### config.mk
export PLATFORM = sky130hd
export DESIGN_NAME = alu_pipe
export DESIGN_NICKNAME = d
export VERILOG_FILES = /design/src/rtl/alu_pipe_pkg.sv /design/src/rtl/alu_core_comb.sv /design/src/rtl/alu_pipe.sv
export SDC_FILE = /design/constraint.sdc
export NUM_CORES = 1
export LEC_CHECK = 0
export ABC_AREA = 1
export CORE_ASPECT_RATIO = 1.2
export CORE_MARGIN = 1
export CORE_UTILIZATION = 50
export CTS_CLUSTER_SIZE = 40
export DETAILED_ROUTE_END_ITERATION = 10
export DONT_BUFFER_PORTS = 1
export PLACE_DENSITY = 0.72
export SKIP_CTS_REPAIR_TIMING = 1
export SYNTH_ARGS = -nofsm -noshare
export SYNTH_HDL_FRONTEND = slang
export SYNTH_SLANG_ARGS = --single-unit
### constraint.sdc
create_clock -name clk -period 3.6 [get_ports clk]
set_input_delay 0 -clock clk [delete_from_list [all_inputs] [get_ports clk]]
set_output_delay 0 -clock clk [all_outputs]
set_load 0.05 [all_outputs]
### src/rtl/alu_pipe_pkg.sv
// Shared definitions for the pipelined ALU.
// Op-select encodings and the registered result-flag bundle.
package alu_pipe_pkg;

   localparam logic [1:0] OP_TFR = 2'b00;
   localparam logic [1:0] OP_ADD = 2'b01;
   localparam logic [1:0] OP_SUB = 2'b10;
   localparam logic [1:0] OP_DEC = 2'b11;

   localparam logic [1:0] LG_AND = 2'b00;
   localparam logic [1:0] LG_OR  = 2'b01;
   localparam logic [1:0] LG_XOR = 2'b10;
   localparam logic [1:0] LG_NOT = 2'b11;

   typedef struct packed {
      logic c;
      logic v;
      logic z;
      logic n;
   } flags_t;

endpackage

### src/rtl/alu_core_comb.sv
// Combinational ALU datapath: 3-bit select plus carry-in.
// Logic ops are picked by {s[0], c}; s[1] is ignored for them.
module alu_core_comb
   import alu_pipe_pkg::*;
#(
   parameter int WIDTH = 32
) (
   input  logic [WIDTH-1:0] a,
   input  logic [WIDTH-1:0] b,
   input  logic [2:0]       s,
   input  logic             c_eff,
   output logic [WIDTH-1:0] g,
   output logic             cout,
   output logic             v
);

   logic [WIDTH-1:0] bx;
   logic [WIDTH-1:0] lg;
   logic [WIDTH:0]   sum;
   logic             c_msb;

   always_comb begin
      bx = '0;
      unique case (s[1:0])
         OP_TFR: bx = '0;
         OP_ADD: bx = b;
         OP_SUB: bx = ~b;
         OP_DEC: bx = '1;
      endcase
   end

   assign sum = {1'b0, a} + {1'b0, bx}
              + {{WIDTH{1'b0}}, c_eff};

   // Carry into the MSB recovered from the MSB sum bit.
   assign c_msb = a[WIDTH-1] ^ bx[WIDTH-1] ^ sum[WIDTH-1];

   always_comb begin
      lg = '0;
      unique case ({s[0], c_eff})
         LG_AND: lg = a & b;
         LG_OR:  lg = a | b;
         LG_XOR: lg = a ^ b;
         LG_NOT: lg = ~a;
      endcase
   end

   always_comb begin
      g    = sum[WIDTH-1:0];
      cout = sum[WIDTH];
      v    = c_msb ^ sum[WIDTH];
      if (s[2]) begin
         g    = lg;
         cout = 1'b0;
         v    = 1'b0;
      end
   end

endmodule

### src/rtl/alu_pipe.sv
// Two-stage ALU with valid/ready flow control, Z/N flags,
// a chained carry flag and a sticky overflow flag.
module alu_pipe
   import alu_pipe_pkg::*;
#(
   parameter int WIDTH    = 32,
   parameter bit CHAIN_EN = 1'b1
) (
   input  logic             clk,
   input  logic             rst_n,
   input  logic             in_valid,
   output logic             in_ready,
   input  logic [WIDTH-1:0] a,
   input  logic [WIDTH-1:0] b,
   input  logic [2:0]       s,
   input  logic             cin,
   input  logic             cin_sel,
   input  logic             clr_sticky,
   output logic             out_valid,
   input  logic             out_ready,
   output logic [WIDTH-1:0] g,
   output logic             cout,
   output logic             v,
   output logic             z,
   output logic             n,
   output logic             flag_c,
   output logic             sticky_v
);

   logic             s1_valid;
   logic [WIDTH-1:0] s1_a;
   logic [WIDTH-1:0] s1_b;
   logic [2:0]       s1_s;
   logic             s1_cin;
   logic             s1_cin_sel;

   logic             stage1_ready;
   logic             stage2_ready;
   logic             load;
   logic             c_eff;

   logic [WIDTH-1:0] core_g;
   logic             core_cout;
   logic             core_v;
   flags_t           fl;

   assign stage2_ready = ~out_valid | out_ready;
   assign stage1_ready = ~s1_valid | stage2_ready;
   assign in_ready     = stage1_ready;
   assign load         = s1_valid & stage2_ready;

   // Carry resolved as the op enters the output register,
   // so chained ops see the immediately preceding arith op.
   assign c_eff = (CHAIN_EN && s1_cin_sel && !s1_s[2])
                ? flag_c : s1_cin;

   always_ff @(posedge clk or negedge rst_n) begin
      if (!rst_n) begin
         s1_valid   <= 1'b0;
         s1_a       <= '0;
         s1_b       <= '0;
         s1_s       <= '0;
         s1_cin     <= 1'b0;
         s1_cin_sel <= 1'b0;
      end else if (stage1_ready) begin
         s1_valid <= in_valid;
         if (in_valid) begin
            s1_a       <= a;
            s1_b       <= b;
            s1_s       <= s;
            s1_cin     <= cin;
            s1_cin_sel <= cin_sel;
         end
      end
   end

   alu_core_comb #(
      .WIDTH (WIDTH)
   ) u_core (
      .a     (s1_a),
      .b     (s1_b),
      .s     (s1_s),
      .c_eff (c_eff),
      .g     (core_g),
      .cout  (core_cout),
      .v     (core_v)
   );

   always_ff @(posedge clk or negedge rst_n) begin
      if (!rst_n) begin
         out_valid <= 1'b0;
         g         <= '0;
         fl        <= '0;
      end else if (stage2_ready) begin
         out_valid <= s1_valid;
         if (s1_valid) begin
            g    <= core_g;
            fl.c <= core_cout;
            fl.v <= core_v;
            fl.z <= ~|core_g;
            fl.n <= core_g[WIDTH-1];
         end
      end
   end

   assign cout = fl.c;
   assign v    = fl.v;
   assign z    = fl.z;
   assign n    = fl.n;

   // A setting op overrides a same-edge clear.
   always_ff @(posedge clk or negedge rst_n) begin
      if (!rst_n) begin
         flag_c   <= 1'b0;
         sticky_v <= 1'b0;
      end else begin
         if (clr_sticky)
            sticky_v <= 1'b0;
         if (load && !s1_s[2]) begin
            flag_c <= core_cout;
            if (core_v)
               sticky_v <= 1'b1;
         end
      end
   end

endmodule

== After elaboration in Yosys (flattened, before gate mapping) ==
Index checks and enable logic that the tools add are counted.
Widths: inputs -> output; s select.
Operators by class
  equal/unequal tests: 6
  $add $sub $neg: 2
  multiplexer cells: 9
  bitwise operators: 13
  reduce and logical (&&, ||, !) cells: 9
Operator list (count)
  $pmux 32 s4: 2
  $not 32->32: 2
  $add 32x32->33: 1
  $add 33x1->33: 1
  $and 32x32->32: 1
  $mux 32: 1
  $or 32x32->32: 1
  $reduce_or 32->1: 1
  $xor 32x32->32: 1
  $eq 2x2->1 const B: 4
  $mux 1: 6
  $eq 2x1->1 const B: 2
  $logic_not 2->1: 2
  $reduce_and 2->1: 2
  $xor 1x1->1: 3
  $logic_and 1x1->1: 2
  $logic_not 1->1: 2
  $not 1->1: 2
  $or 1x1->1: 2
  $and 1x1->1: 1
Storage, ports and cells
  output and inout bits: 40
  input port bits: 74
  word-level logic and storage cells: 53
  flip-flop bits (word level): 109

== Depth between registers and ports, before layout ==
  depth in word-level cells: 9
  mapped depth: 24
  depth with buffers taken out: 23

== Modules after synthesis ==
From an unflattened synthesis, not the netlist that was laid out.
Unflattened totals
  cell total of the unflattened synthesis: 1408
  area total of the unflattened synthesis: 9121.2 µm²
By module, submodules not included
  alu_core_comb: area each 4810.9 µm², times used 1, sequential area each 0.0 µm², cells an instance 918
  alu_pipe: area each 4310.4 µm², times used 1, sequential area each 2702.6 µm², cells an instance 490

== Least setup slack after synthesis ==
Ideal clock, no wire load.
  kind: register to register
  start: reg s1_s[0]
  end: reg, netlist name z
  path buffers: 3
  cell stages (with the launch flop): 25
  library setup time: 0.066 ns
  clock period less this slack: 3.061 ns
  data required time: 3.534 ns
  data arrival time: 2.996 ns
  setup slack: 0.539 ns
  path through: dfrtp_1 buf_2 clkbuf_1 buf_1 nand2_1 o21ai_0 fa_1 fa_1 nand2_1 nand2_1 nand3_1 nand2_1 nand2_1 nand2_1 nand2_1 nand2_1 nand2_1 nand3_1 nand2_1 nand2_1 nor2_1 nand2_1 nor2_1 nand2_1 nand2_1
On the way
  longest elaborated chain between the ends: 7
  elaborated cells on any way between the ends: 15
  those cells by class: 2 x add/sub; 6 x eq/ne; 3 x mux; 4 x reduce/logical
Ends and longest elaborated chain
  start: declaration: RTL line alu_pipe.sv:33  | logic [2:0] s1_s;
  start signal: assignment: RTL line alu_pipe.sv:70  | s1_s <= s;
  $eq 2x2->1 (tied with other cells): RTL line alu_core_comb.sv:24  | unique case (s[1:0])
  $pmux 32 s4: RTL line alu_core_comb.sv:24
  $add 32x32->33: RTL line alu_core_comb.sv:32  | assign sum = {1'b0, a} + {1'b0, bx}
  $add 33x1->33: RTL line alu_core_comb.sv:33  | + {{WIDTH{1'b0}}, c_eff};
  $mux 32 *: RTL line alu_core_comb.sv:52  | if (s[2]) begin
  $reduce_or 32->1 *: RTL line alu_pipe.sv:100  | fl.z <= ~|core_g;
  $logic_not 1->1 *: RTL line alu_pipe.sv:100
Every way passes the cells marked *; elsewhere a longest branch is shown, timed or not.
A chain may end at the register's enable or synchronous reset.

== Worst setup path after layout ==
  start: reg s1_s[2]
  end: reg, netlist name z
On the way
  longest elaborated chain between the ends: 8
  elaborated cells on any way between the ends: 12
  those cells by class: 1 x add/sub; 3 x eq/ne; 3 x mux; 5 x reduce/logical
Ends and longest elaborated chain (RTL line)
  branches (longest 5 deep; another with $add 33x1->33)
  $mux 32 *: alu_core_comb.sv:52
  $reduce_or 32->1 *: alu_pipe.sv:100
  $logic_not 1->1 *: alu_pipe.sv:100
Every way passes the cells marked *.

==> results.md <==
* P&R area growth vs syn at 14.2%
* Synth Area in Compound Gates at 0.149
* Yosys top cell by area: dfrtp_1
* Most frequent CP cell: nand2_1
* Most frequent cells in the layout: nand2_1 (370), inv_1 (198), nor2_1 (162)
* Final Critical Period at 3260 ps
* DRC at 0
* IO Count at 114
* Synth Area in Adders at 0.139
* Mean area per synthesized cell at 6.56 um2
* Final hold violations at 0
* VDD IR max at 288 uV
* GRT overflow at 0
* Post-synthesis cell type count at 36
* Clock H-tree levels at 3
* Synth warnings at 0
* Synth Area in Simple Gates at 0.292
* Final Max Tran Viols at 0
* Synthesis-stage register bit count at 108
* Clock transition at the registers of the reported paths at 80 ps
* HPWL Detailed at 20000 um
* Slowest stage delay, CP at 450 ps
* XOR/XNOR Fraction of Synth Area at 0.00395
* Footprint of the multi-input gates at 0.00520 mm2
* Final Util at 0.592
* Die W at 124 um
* Pwr dens at 659 mW/mm2
* Final WL at 26600 um
* DR vias at 8801
* Place WS at 491 ps
* Layout Nets at 1574
* Commonest non-fill, non-tap cell in the layout: nand2_1
* First-pass GRT wire length at 40700 um
* CP max-delay cell: fa_1
* Max-Cap Viols at 0
* Vias in the first global route at 7964
* Worst min path class: in -> async
* Status: finished clean
* PnR worst setup slack at 340 ps
* FF+latch area at 0.00270 mm2
* Unrepaired setup endpoints after global routing: no
* Diodes inserted at 0
* Cell count after synthesis at 1351
* Total CTS buffers at 9
* Ys async rst share at 1.00
* Clk buf depth at 2
* WL/cell at 16.4 um
* Root Buffer: clkbuf_16
* Ys flop type: dfrtp_1
* Mapped Area at 0.00886 mm2
* Synth top area cells: dfrtp_1 (30%), nand2_1 (16%), ha_1 (13%), inv_1 (8.4%), nor2_1 (6.9%)
* Worst slew pin tran at 920 ps
* TritonCTS clock tree: done
* Startpoint Class: flip-flop
* Worst Path Arrival at 3560 ps
* Number of buffers added on ports at 0
* Crit Path Class: reg -> reg
* Area of the core at 0.0171 mm2
* Vias/cell at 5.42
* Die Y at 148 um
* EDFF count, synth at 0
* Final Setup Violations at 0
* Clock Latency Late Sink at 370 ps
* Area share of the largest cell type after synthesis at 0.305
* Largest family of logic cells by synthesized area: simple AND/OR/NAND/NOR gates
* Initial antenna violation count at 0
* Register area share after synthesis at 0.305
* Remaining antenna violation count after routing at 0
* Final TNS setup at 0 ps
* Mux cell area share after synthesis at 0.00127
* CP required at 3900 ps
* Row count at 52
* CP Cell Sequence: inv_2, nand2_2, nand2_2, nand2_4, fa_1, fa_1, nand2_1, nand2_1, nand3_1, nand2_1, xor2_1, nand2_1, nand2_1, nor2_1, nand2_1, nor2_1, nand3_1, nor2_1, nand2_1, nand2_1
* Clock sink count at 108
* Worst rel slew slack at 0.387
* Gpl congestion at 1.02
* Largest net degree at the start of global routing at 109
* Fillers at 1663
* Synthesized Nets at 1522
* Kind of end point of the critical path: flip-flop
* Period utilization at 0.906
* Die ar. at 0.0183 mm2
* Clk_skew at 12.3 ps
* Initial detailed-routing violation count at 670
* Overall Global Routing Usage at 0.292
* Pleak at 5.45 nW
* Initial Utilization at 0.518
* DR pass1 iterations at 5
* Critical path fanouts, max at 5
* Ratio of cells with drive above 1 in the final layout at 0.0376
* FMAX at 307 MHz
-- worst max-delay path, delay by kind of cell, from the launching register on --
family / cells / cell delay [ps]
xor gates and xnor gates: 1 / 190
adders and majority gates: 2 / 890
buffers and inverters: 1 / 110
DFF: 1 / 400
and+or+nand+nor: 16 / 1600
-- final timing paths --
kind	from	to	slack (ps)	depth (start not counted)
worst max-delay path	s1_s[2]$_DFFE_PN0P_	z$_DFFE_PN0P_	340	20
max in group asynchronous	rst_n	g[18]$_DFFE_PN0P_	2870	2
worst max register to register	s1_s[2]$_DFFE_PN0P_	z$_DFFE_PN0P_	340	20
min in group clk	in_valid	s1_valid$_DFFE_PN0N_	220	2
worst min-delay path	rst_n	s1_a[16]$_DFFE_PN0P_	170	2
worst min register to register	s1_b[25]$_DFFE_PN0P_	s1_b[25]$_DFFE_PN0P_	590	2
-- logic make-up (layout without fill, tap and decap cells) --
kind of cell,after synthesis,in the layout
simple gates,641,641
compound gates,251,251
buf+inv,249,306
flops,108,108
fa+ha+maj,97,97
xor+xnor,4,4
mux,1,1
-- flip-flops by register name, summed over array words and instances (netlist names) --
register / cells
z: 1
s1_valid: 1
s1_b: 32
sticky_v: 1
s1_s: 3
s1_a: 32
v: 1
flag_c: 1
cout: 1
g: 32
out_valid: 1
s1_cin: 1
s1_cin_sel: 1
-- cells in the mapped netlist, types with 2 or more instances --
cell type / instances
o21ai_1: 16
buf_1: 6
o221ai_1: 3
o21ai_0: 87
nor3_1: 8
nand4_1: 10
o2111ai_1: 3
o211ai_1: 4
xnor2_1: 2
buf_6: 3
inv_2: 3
a31oi_1: 15
nand2_2: 5
inv_1: 198
nor2_1: 162
buf_2: 5
o21bai_1: 5
dfrtp_1: 108
or2_0: 2
or2_2: 8
fa_1: 2
xor2_1: 2
clkbuf_1: 32
a21oi_1: 116
ha_1: 95
nand2_1: 371
nand3_1: 70
buf_4: 2
-- layout make-up --
cell class	count	share of cell area
timing repair buffer	89	0.0882
sequential	108	0.267
inverter	201	0.0745
clock inverter	7	0.00816
clock buffer	9	0.0222
multi-input combinational	994	0.513
tap	216	0.0267
-- power by group --
group          leakage, nW  switching [W]  total, W  internal, W
registers             1.23       0.000991   0.00250      0.00151
clock network        0.151       0.000494   0.00105     0.000551
logic                 4.07        0.00208   0.00312      0.00104
total                 5.45        0.00357   0.00667      0.00310
-- per-stage QoR --
stage	area (um2)	power, W	instances	hold WS, ps
floorplan	8860	0.00463	1351	-296
global placement	9070	0.00546	1535	-292
detailed placement	9070	0.00550	1535	-292
CTS	9380	0.00655	1551	-683
global route	10100	0.00718	1624	293
finish	10100	0.00667	1624	169
-- per-layer routing --
| layer | vias up | GRT usage | routed length [um] |
|---|---|---|---|
| met2 | 284 | 0.472 | 12300 |
| met3 | 41 | 0.0482 | 1810 |
| met1 | 4086 | 0.395 | 11800 |
| li1 | 4390 | - | - |
| met4 | 0 | 0.0934 | 618 |
| met5 | - | 0 | 0 |
No activity file was read; power rests on OpenSTA's default activity.
